--- src/rtl/alarm_if.sv ---
// Alarm unit signal bundle: time counts and user controls in, alarm time/ring/state out.
interface alarm_if;
    logic       sec_tick;
    logic [5:0] count_sec;
    logic [5:0] count_min;
    logic [4:0] count_hour;
    logic       arm;
    logic       set_en;
    logic       inc_min;
    logic       inc_hour;
    logic       stop;
    logic       snooze;
    logic [5:0] alarm_min;
    logic [4:0] alarm_hour;
    logic       ring;
    logic [1:0] state;

    modport master (
        output sec_tick, count_sec, count_min, count_hour,
               arm, set_en, inc_min, inc_hour, stop, snooze,
        input  alarm_min, alarm_hour, ring, state
    );

    modport slave (
        input  sec_tick, count_sec, count_min, count_hour,
               arm, set_en, inc_min, inc_hour, stop, snooze,
        output alarm_min, alarm_hour, ring, state
    );
endinterface

--- src/rtl/alarm_unit.sv ---
// Alarm stage: settable alarm time, DISARMED/ARMED/RINGING/SNOOZING FSM with timeout and snooze.
// Optional ALARM_BLINK_EN makes ring toggle on every sec_tick while RINGING.
module alarm_unit #(
    parameter int RING_SECONDS    = 60,
    parameter int SNOOZE_SECONDS  = 300,
    parameter int ALARM_HOUR_INIT = 6,
    parameter int ALARM_MIN_INIT  = 0
) (
    input  logic   clk,
    input  logic   reset,
    alarm_if.slave bus
);
    localparam logic [1:0] S_DIS  = 2'd0;
    localparam logic [1:0] S_ARM  = 2'd1;
    localparam logic [1:0] S_RING = 2'd2;
    localparam logic [1:0] S_SNZ  = 2'd3;

    localparam int RC_W = $clog2(RING_SECONDS + 1);
    localparam int SC_W = $clog2(SNOOZE_SECONDS + 1);
    localparam logic [RC_W-1:0] RING_MAX = RC_W'(RING_SECONDS);
    localparam logic [SC_W-1:0] SNZ_LOAD = SC_W'(SNOOZE_SECONDS);
    localparam logic [SC_W-1:0] SNZ_ONE  = SC_W'(1);

    logic [1:0]      state_q, state_d;
    logic [RC_W-1:0] ring_cnt, ring_cnt_d, ring_inc;
    logic [SC_W-1:0] snz_cnt, snz_cnt_d;
    logic [5:0]      amin;
    logic [4:0]      ahour;
    logic            match, match_q, trigger, ring_q;

    assign match   = (bus.count_hour == ahour) && (bus.count_min == amin) && (bus.count_sec == 6'd0);
    // Edge-detect so a whole matching second yields one trigger; edits never fire it.
    assign trigger = match && !match_q && !bus.set_en;
    assign ring_inc = ring_cnt + 1'b1;

    always_comb begin
        state_d    = state_q;
        ring_cnt_d = ring_cnt;
        snz_cnt_d  = snz_cnt;
        case (state_q)
            S_DIS: if (bus.arm) state_d = S_ARM;
            S_ARM: begin
                if (!bus.arm) state_d = S_DIS;
                else if (trigger) begin
                    state_d    = S_RING;
                    ring_cnt_d = '0;
                end
            end
            S_RING: begin
                if (!bus.arm) state_d = S_DIS;
                else if (bus.stop) state_d = S_ARM;
                else if (bus.snooze) begin
                    state_d   = S_SNZ;
                    snz_cnt_d = SNZ_LOAD;
                end else if (bus.sec_tick) begin
                    ring_cnt_d = ring_inc;
                    if (ring_inc == RING_MAX) state_d = S_ARM;
                end
            end
            default: begin
                if (!bus.arm) state_d = S_DIS;
                else if (bus.stop) state_d = S_ARM;
                else if (bus.sec_tick) begin
                    if (snz_cnt == SNZ_ONE) begin
                        state_d    = S_RING;
                        ring_cnt_d = '0;
                    end
                    if (snz_cnt != '0) snz_cnt_d = snz_cnt - 1'b1;
                end
            end
        endcase
    end

    always_ff @(posedge clk) begin
        if (reset) begin
            state_q  <= S_DIS;
            ring_cnt <= '0;
            snz_cnt  <= '0;
            match_q  <= 1'b0;
            amin     <= 6'(ALARM_MIN_INIT);
            ahour    <= 5'(ALARM_HOUR_INIT);
        end else begin
            state_q  <= state_d;
            ring_cnt <= ring_cnt_d;
            snz_cnt  <= snz_cnt_d;
            match_q  <= match;
            if (bus.set_en) begin
                if (bus.inc_min)  amin  <= (amin == 6'd59)  ? 6'd0 : amin + 6'd1;
                if (bus.inc_hour) ahour <= (ahour == 5'd23) ? 5'd0 : ahour + 5'd1;
            end
        end
    end

`ifdef ALARM_BLINK_EN
    logic blink_ph;

    // Phase restarts at 1 on every entry into RINGING, then flips per tick.
    always_ff @(posedge clk) begin
        if (reset) begin
            blink_ph <= 1'b0;
            ring_q   <= 1'b0;
        end else begin
            if (state_d == S_RING && state_q != S_RING) blink_ph <= 1'b1;
            else if (state_q == S_RING && bus.sec_tick) blink_ph <= ~blink_ph;
            ring_q <= (state_q == S_RING) && blink_ph;
        end
    end
`else
    always_ff @(posedge clk) begin
        if (reset) ring_q <= 1'b0;
        else       ring_q <= (state_q == S_RING);
    end
`endif

    assign bus.state      = state_q;
    assign bus.ring       = ring_q;
    assign bus.alarm_min  = amin;
    assign bus.alarm_hour = ahour;
endmodule

--- src/flat_wrapper.sv ---
// flat-port wrapper written by rule: the top's interface ports become plain ports
module alarm_unit_flat 
#(
    parameter int RING_SECONDS    = 60,
    parameter int SNOOZE_SECONDS  = 300,
    parameter int ALARM_HOUR_INIT = 6,
    parameter int ALARM_MIN_INIT  = 0
)
  (clk, reset, bus_sec_tick, bus_count_sec, bus_count_min, bus_count_hour, bus_arm, bus_set_en, bus_inc_min, bus_inc_hour, bus_stop, bus_snooze, bus_alarm_min, bus_alarm_hour, bus_ring, bus_state);
  alarm_if bus_i ();
  input  logic clk;
  input  logic reset;
  input wire logic [$bits(bus_i.sec_tick)-1:0] bus_sec_tick;
  input wire logic [$bits(bus_i.count_sec)-1:0] bus_count_sec;
  input wire logic [$bits(bus_i.count_min)-1:0] bus_count_min;
  input wire logic [$bits(bus_i.count_hour)-1:0] bus_count_hour;
  input wire logic [$bits(bus_i.arm)-1:0] bus_arm;
  input wire logic [$bits(bus_i.set_en)-1:0] bus_set_en;
  input wire logic [$bits(bus_i.inc_min)-1:0] bus_inc_min;
  input wire logic [$bits(bus_i.inc_hour)-1:0] bus_inc_hour;
  input wire logic [$bits(bus_i.stop)-1:0] bus_stop;
  input wire logic [$bits(bus_i.snooze)-1:0] bus_snooze;
  output wire logic [$bits(bus_i.alarm_min)-1:0] bus_alarm_min;
  output wire logic [$bits(bus_i.alarm_hour)-1:0] bus_alarm_hour;
  output wire logic [$bits(bus_i.ring)-1:0] bus_ring;
  output wire logic [$bits(bus_i.state)-1:0] bus_state;
  assign bus_i.sec_tick = bus_sec_tick;
  assign bus_i.count_sec = bus_count_sec;
  assign bus_i.count_min = bus_count_min;
  assign bus_i.count_hour = bus_count_hour;
  assign bus_i.arm = bus_arm;
  assign bus_i.set_en = bus_set_en;
  assign bus_i.inc_min = bus_inc_min;
  assign bus_i.inc_hour = bus_inc_hour;
  assign bus_i.stop = bus_stop;
  assign bus_i.snooze = bus_snooze;
  assign bus_alarm_min = bus_i.alarm_min;
  assign bus_alarm_hour = bus_i.alarm_hour;
  assign bus_ring = bus_i.ring;
  assign bus_state = bus_i.state;
  alarm_unit #(.RING_SECONDS(RING_SECONDS), .SNOOZE_SECONDS(SNOOZE_SECONDS), .ALARM_HOUR_INIT(ALARM_HOUR_INIT), .ALARM_MIN_INIT(ALARM_MIN_INIT)) u_core (.clk(clk), .reset(reset), .bus(bus_i));
endmodule
--- config.mk ---
export PLATFORM = sky130hd
export DESIGN_NAME = alarm_unit_flat
export DESIGN_NICKNAME = d
export VERILOG_FILES = /design/src/rtl/alarm_if.sv /design/src/rtl/alarm_unit.sv /design/src/flat_wrapper.sv
export SDC_FILE = /design/constraint.sdc
export NUM_CORES = 1
export LEC_CHECK = 0
export ABC_CLOCK_PERIOD_IN_PS = 2550
export BUFFER_PORTS_ARGS = -buffer_cell sky130_fd_sc_hd__buf_4
export CAP_MARGIN = 30
export CORE_MARGIN = 2
export CORE_UTILIZATION = 44
export DETAILED_ROUTE_END_ITERATION = 7
export GPL_TIMING_DRIVEN = 0
export PLACE_DENSITY = 0.73
export SYNTH_ARGS = -nofsm -noshare
export SYNTH_HDL_FRONTEND = slang
export SYNTH_SLANG_ARGS = --single-unit
--- constraint.sdc ---
create_clock -name clk -period 2.55 [get_ports clk]
set_input_delay 0.255 -clock clk [delete_from_list [all_inputs] [get_ports clk]]
set_output_delay 0.255 -clock clk [all_outputs]
set_load 0.02 [all_outputs]
### After elaboration in Yosys (flattened, before gate mapping)

Cells that the tools add are included.

| operators by class | value |
|---|---|
| add/sub/neg operators | 4 |
| multipliers | 0 |
| div/mod/pow operators | 0 |
| $lt $le $gt $ge | 0 |
| equal/unequal tests | 20 |
| shift operators | 0 |
| mux-type cells | 34 |
| bitwise logic cells | 3 |
| reduce and logical (&&, ||, !) cells | 19 |

Operators with widths:

| cell | number |
|---|---|
| two-way mux 6 bit | 11 |
| two-way mux 9 bit | 7 |
| two-way mux 2 bit | 12 |
| one-hot mux 6 bit (3 select lines) | 1 |
| one-hot mux 9 bit (2 select lines) | 1 |
| adder 6 x 1 -> 6 bit, second input constant | 2 |
| equality test 6 bit, second input constant | 2 |
| AND reduction 6 bit | 2 |
| != test 2 bit, second input constant | 5 |
| equality test 9 x 1 -> 1 bit, second input constant | 1 |
| AND reduction 9 bit | 1 |
| nonzero test 9 bit | 1 |
| subtractor 9 x 1 -> 9 bit, second input constant | 1 |
| equality test 6 bit | 1 |
| logical NOT 6 bit | 1 |
| != test 6 x 1 -> 1 bit, second input constant | 1 |
| != test 6 x 2 -> 1 bit, second input constant | 1 |
| one-hot mux 2 bit (3 select lines) | 1 |
| nonzero test 2 bit | 3 |
| adder 5 x 1 -> 5 bit, second input constant | 1 |
| equality test 5 bit | 1 |
| equality test 5 bit, second input constant | 1 |
| two-way mux 5 bit | 1 |
| != test 5 x 4 -> 1 bit, second input constant | 1 |
| other kinds (12) | 20 |

| word-level totals | value |
|---|---|
| bits in registers | 30 |
| latch bits | 0 |
| memory bits (writable) | 0 |
| ROM bits | 0 |
| bits of input ports | 26 |
| output and inout bits | 14 |
| word-level logic and storage cells | 87 |
| memories | 0 |

### Depth between registers and ports, before layout

| depth | value |
|---|---|
| word-level depth | 8 |
| gate-level depth with buffers | 9 |
| gate-level depth less buffers | 8 |

### Least setup slack after synthesis

Ideal clock, no wire load.

| timing | value |
|---|---|
| path type | reg2reg |
| start | register u_core.state_q[0], in the netlist u_core.bus.state[0] |
| end | register u_core.ring_cnt[5] |
| setup time | 0.071 ns |
| arrival time | 2.143 ns |
| required time | 2.479 ns |
| path slack | 0.336 ns |
| cell stages (with the launch flop) | 9 |
| buffers on the path | 0 |
| clock period less this slack | 2.214 ns |
| path through | dfxtp_1 inv_1 ha_1 inv_1 o21ai_0 a2111oi_0 a31oi_1 or4b_1 a21oi_1 |

| on the way | value |
|---|---|
| cells in the longest elaborated chain, start to end | 3 |
| elaborated cells between the ends (all ways) | 13 |
| classes of those cells | eq/ne (7); mux (1); bitwise (1); reduce/logical (4) |

RTL lines:

| what | RTL line | RTL |
|---|---|---|
| start: declaration | alarm_unit.sv:24 | `logic [1:0] state_q, state_d;` |
| start signal: assignment | alarm_unit.sv:83 | `state_q <= state_d;` |
| equality test 2 x 1 -> 1 bit (tied with other cells) | alarm_unit.sv:40 | `case (state_q)` |
| != test 2 x 1 -> 1 bit (no line) (tied with other cells) | -- |  |
| AND reduction 9 bit (no line) | -- |  |
| end signal: assignment | alarm_unit.sv:84 | `ring_cnt <= ring_cnt_d;` |
| end: declaration | alarm_unit.sv:25 | `logic [RC_W-1:0] ring_cnt, ring_cnt_d, ring_inc;` |

Several ways; a longest one is shown, not always the timed one.
A chain may end at the register's enable or synchronous reset.

### Worst setup path after layout

| timing | value |
|---|---|
| start | register u_core.state_q[0], in the netlist u_core.bus.state[0] |
| end | register u_core.ring_cnt[3] |

The elaborated chain is that of the path after synthesis.

==> impl_metrics.csv <==
group,metric,value,unit
worst_setup_path,rrSetupSlack,0.23,ns
clock_tree,clkLatencyLatePin,0.28,ns
yosys,ys_types,51,
yosys,synth_flop_cell,"dfxtp_1",
worst_setup_path,path_depth,9,
floorplan,dieArea,0.00473,mm2
cells_and_area,layout_commonest_cell,"buf_4",
yosys,synthArstFlopShare,0,
cells_and_area,final_cells,316,
floorplan,core-area,0.00403,mm2
clock_tree,cts_setup_buffers,0,
place,numPortBuffers,39,
grt,grt_start_max_net_pins,11,
yosys,syn_nets,255,
detailed_routing,drt-initial-drc-count,62,
cells_and_area,multiInputGateArea,0.00119,mm2
cells_and_area,final_area,0.00232,mm2
power,finalPower,1.26,mW
grt,overflow,0,
cells_and_area,postLayoutCoreUtil,0.575,
floorplan,die_width,68.7,um
worst_setup_path,reg2reg_from,"u_core.bus.state[0]",
grt,grt_pass1_wl,6.56,mm
cells_and_area,synthToLayoutAreaGrowth,25.6,%
worst_setup_path,cp.buffers_inverters,3,
sta,period_minus_slack,2.32,ns
clock_tree,clockBufferDepth,2,
worst_setup_path,slowest_delay,0.40,ns
sta,setup_violations,0,
yosys,synth_top_area_share,0.326,
cells_and_area,final_cell_mix,"buf_4, dfxtp_1, nor2_1",
yosys,syn_inst,219,
sta,hold_ws,0.260,ns
power,ir_drop,0.320,mV
worst_setup_path,crit_type,"register to register",
sta,slew_viol_final,0,
clock_tree,cts_sinks,30,
sta,fin_skew,0.00238,ns
place,placed_cell_area,0.00220,mm2
cells_and_area,num_antenna_cells,0,
run,max-cap-violations,0,
detailed_routing,firstDrtPassIters,4,
worst_setup_path,crit_chain,"inv_1, ha_1, inv_1, o21ai_0, a2111oi_1, a31oi_1, buf_2, nand2b_1, o41ai_2",
yosys,synth_area_leaders,"dfxtp_1, ha_1, xnor2_1",
worst_setup_path,cp_top_family,"compound AO/OA/AOI/OAI gates",
worst_setup_path,crit_fanout,10,
sta,post-route-period-util,0.909,
power,p_leak,0.910,nW
cells_and_area,num-fill-cells,392,
worst_setup_path,r2r_end,"u_core.ring_cnt[3]",
floorplan,initial_utilization,0.458,
yosys,seq_area_frac_synth,0.326,
yosys,yosys_register_bits,30,
place,dpl.hpwl,3.10,mm
cells_and_area,drive_gt1_frac,0.218,
place,place.gp.congestion,0.776,
power,powerDensity,546,mW/mm2
cells_and_area,regArea,601,um2
worst_setup_path,r2r_cells,9,
detailed_routing,wirelength,4.13,mm
clock_tree,clk_pin_slew_worst_paths,0.06,ns
clock_tree,cts_buffers,5,
sta,relSlewSlack,0.584,
clock_tree,postCtsHoldBufs,0,
worst_setup_path,crit_top_cell,"inv_1",
worst_setup_path,crit_end,"u_core.ring_cnt[3]",
detailed_routing,drc,0,
cells_and_area,nNetsFinal,301,
worst_setup_path,startpoint,"u_core.bus.state[0]",
worst_hold_path,hold_path.class,"input pin to register",
yosys,syn_area_per_cell,8.42,um2
worst_setup_path,worstPathArrival,2.51,ns
grt,antenna_found_initial,0,
detailed_routing,antenna_left,0,
worst_setup_path,crit_path_start_kind,"register",
place,dpl.cell_count,308,
floorplan,num_rows,23,
worst_setup_path,critPathRequiredTime,2.74,ns
worst_setup_path,worstSetupEndpointType,"register",
clock_tree,clockRootBuffer,"clkbuf_8",
clock_tree,htree_levels,2,
status,status,"complete, no violations",
yosys,yosys.area.top_type,"dfxtp_1",
sta,tightest_slew,0.623,ns
grt,grt_pass1_vias,1513,
worst_setup_path,cp_slowest_cell,"a2111oi_1",
clock_tree,cts_tree,"yes",
yosys,synth_edf_count,0,
sta,setup-tns-final,0,ns
detailed_routing,via_count,1753,
sta,fmax,0.431,GHz
yosys,yosysWarnings,0,
floorplan,die_h,68.7,um
sta,timing.final.ws_setup,0.232,ns
detailed_routing,vias_per_cell,5.55,
place,place_ws,0.248,ns
clock_tree,cts.repair.resized,0,
detailed_routing,routedWlPerCell,13.1,um
yosys,syn-cell-area,0.00184,mm2
sta,finalHoldViolations,0,
sta,rsz0062_at_grt,"false",
floorplan,ios,40,
grt,grt_usage,0.185,
==> power breakdown <==
part	total, mW	switching (mW)	internal [mW]	leakage (nW)
logic	0.292	0.161	0.131	0.610
clock network	0.467	0.180	0.287	0.0579
registers	0.505	0.0198	0.485	0.243
total	1.26	0.361	0.903	0.910
==> worst reg2reg max path: cells and delay by family, from the launching register on <==
kind | cells | cell delay, ns
AO/OA/AOI/OAI | 4 | 0.91
buffers and inverters | 3 | 0.46
adder cells (fa/ha/maj) | 1 | 0.31
AND/OR/NAND/NOR | 1 | 0.19
flip-flops | 1 | 0.38
==> sequential cells by signal, summed over array words and instances (netlist names) <==
| name | flops |
|---|---|
| u_core.bus.state | 2 |
| u_core.snz_cnt | 9 |
| u_core.bus.ring | 1 |
| u_core.bus.alarm_min | 6 |
| u_core.match_q | 1 |
| u_core.bus.alarm_hour | 5 |
| u_core.ring_cnt | 6 |
==> metal layers <==
metal,vias up,wire length [um],track usage
met3,5,202,0.0503
met4,0,48,0.0588
met1,812,1910,0.217
met5,-,0,0
met2,46,1980,0.327
li1,890,-,-
==> synth_stat cells (2+ instances only) <==
| master | n |
|---|---|
| nor3_1 | 8 |
| ha_1 | 10 |
| buf_1 | 2 |
| nor4b_2 | 2 |
| or3_1 | 5 |
| and2_1 | 3 |
| nor4_4 | 2 |
| inv_1 | 9 |
| mux2i_1 | 2 |
| nor4b_1 | 2 |
| a21oi_1 | 19 |
| a211oi_1 | 2 |
| a31oi_1 | 3 |
| o31ai_1 | 2 |
| nor2b_1 | 4 |
| o22ai_1 | 2 |
| nand3_1 | 10 |
| o21ai_0 | 3 |
| nor3b_1 | 2 |
| xor2_1 | 4 |
| clkbuf_1 | 3 |
| nand2b_1 | 6 |
| dfxtp_1 | 30 |
| and3_1 | 4 |
| or3b_1 | 2 |
| nand4_1 | 2 |
| or4_1 | 4 |
| o21ai_1 | 3 |
| nor2_1 | 21 |
| nand2_1 | 15 |
| xnor2_1 | 13 |
==> cells by family after synthesis <==
family,share of synthesized area
multiplexers,0.0109
flip-flops,0.326
adder cells (fa/ha/maj),0.0678
AND/OR/NAND/NOR,0.323
AO/OA/AOI/OAI,0.159
XOR/XNOR,0.0807
buffers and inverters,0.0332
==> how the worst min path moves through the flow <==
stage	start	to	slack [ns]	depth (start not counted)
2_1_floorplan	bus_set_en	u_core.bus.alarm_min[1]	0.41	2
4_1_cts	bus_inc_min	u_core.bus.alarm_min[1]	0.25	3
3_3_place_gp	u_core.ring_cnt[1]	u_core.ring_cnt[1]	0.48	2
5_1_grt	bus_inc_min	u_core.bus.alarm_min[1]	0.27	3
6_report	bus_inc_min	u_core.bus.alarm_min[1]	0.26	3
3_5_place_dp	u_core.ring_cnt[1]	u_core.ring_cnt[1]	0.48	2
==> area by class of cell <==
class	count	area share
Buffer	6	0.0103
Clock buffer	5	0.0297
Clock inverter	3	0.0173
Inverter	10	0.0162
Multi-Input combinational cell	173	0.514
Sequential cell	30	0.259
Tap cell	50	0.0270
Timing Repair Buffer	39	0.126
(Power assumes the default switching activity.)
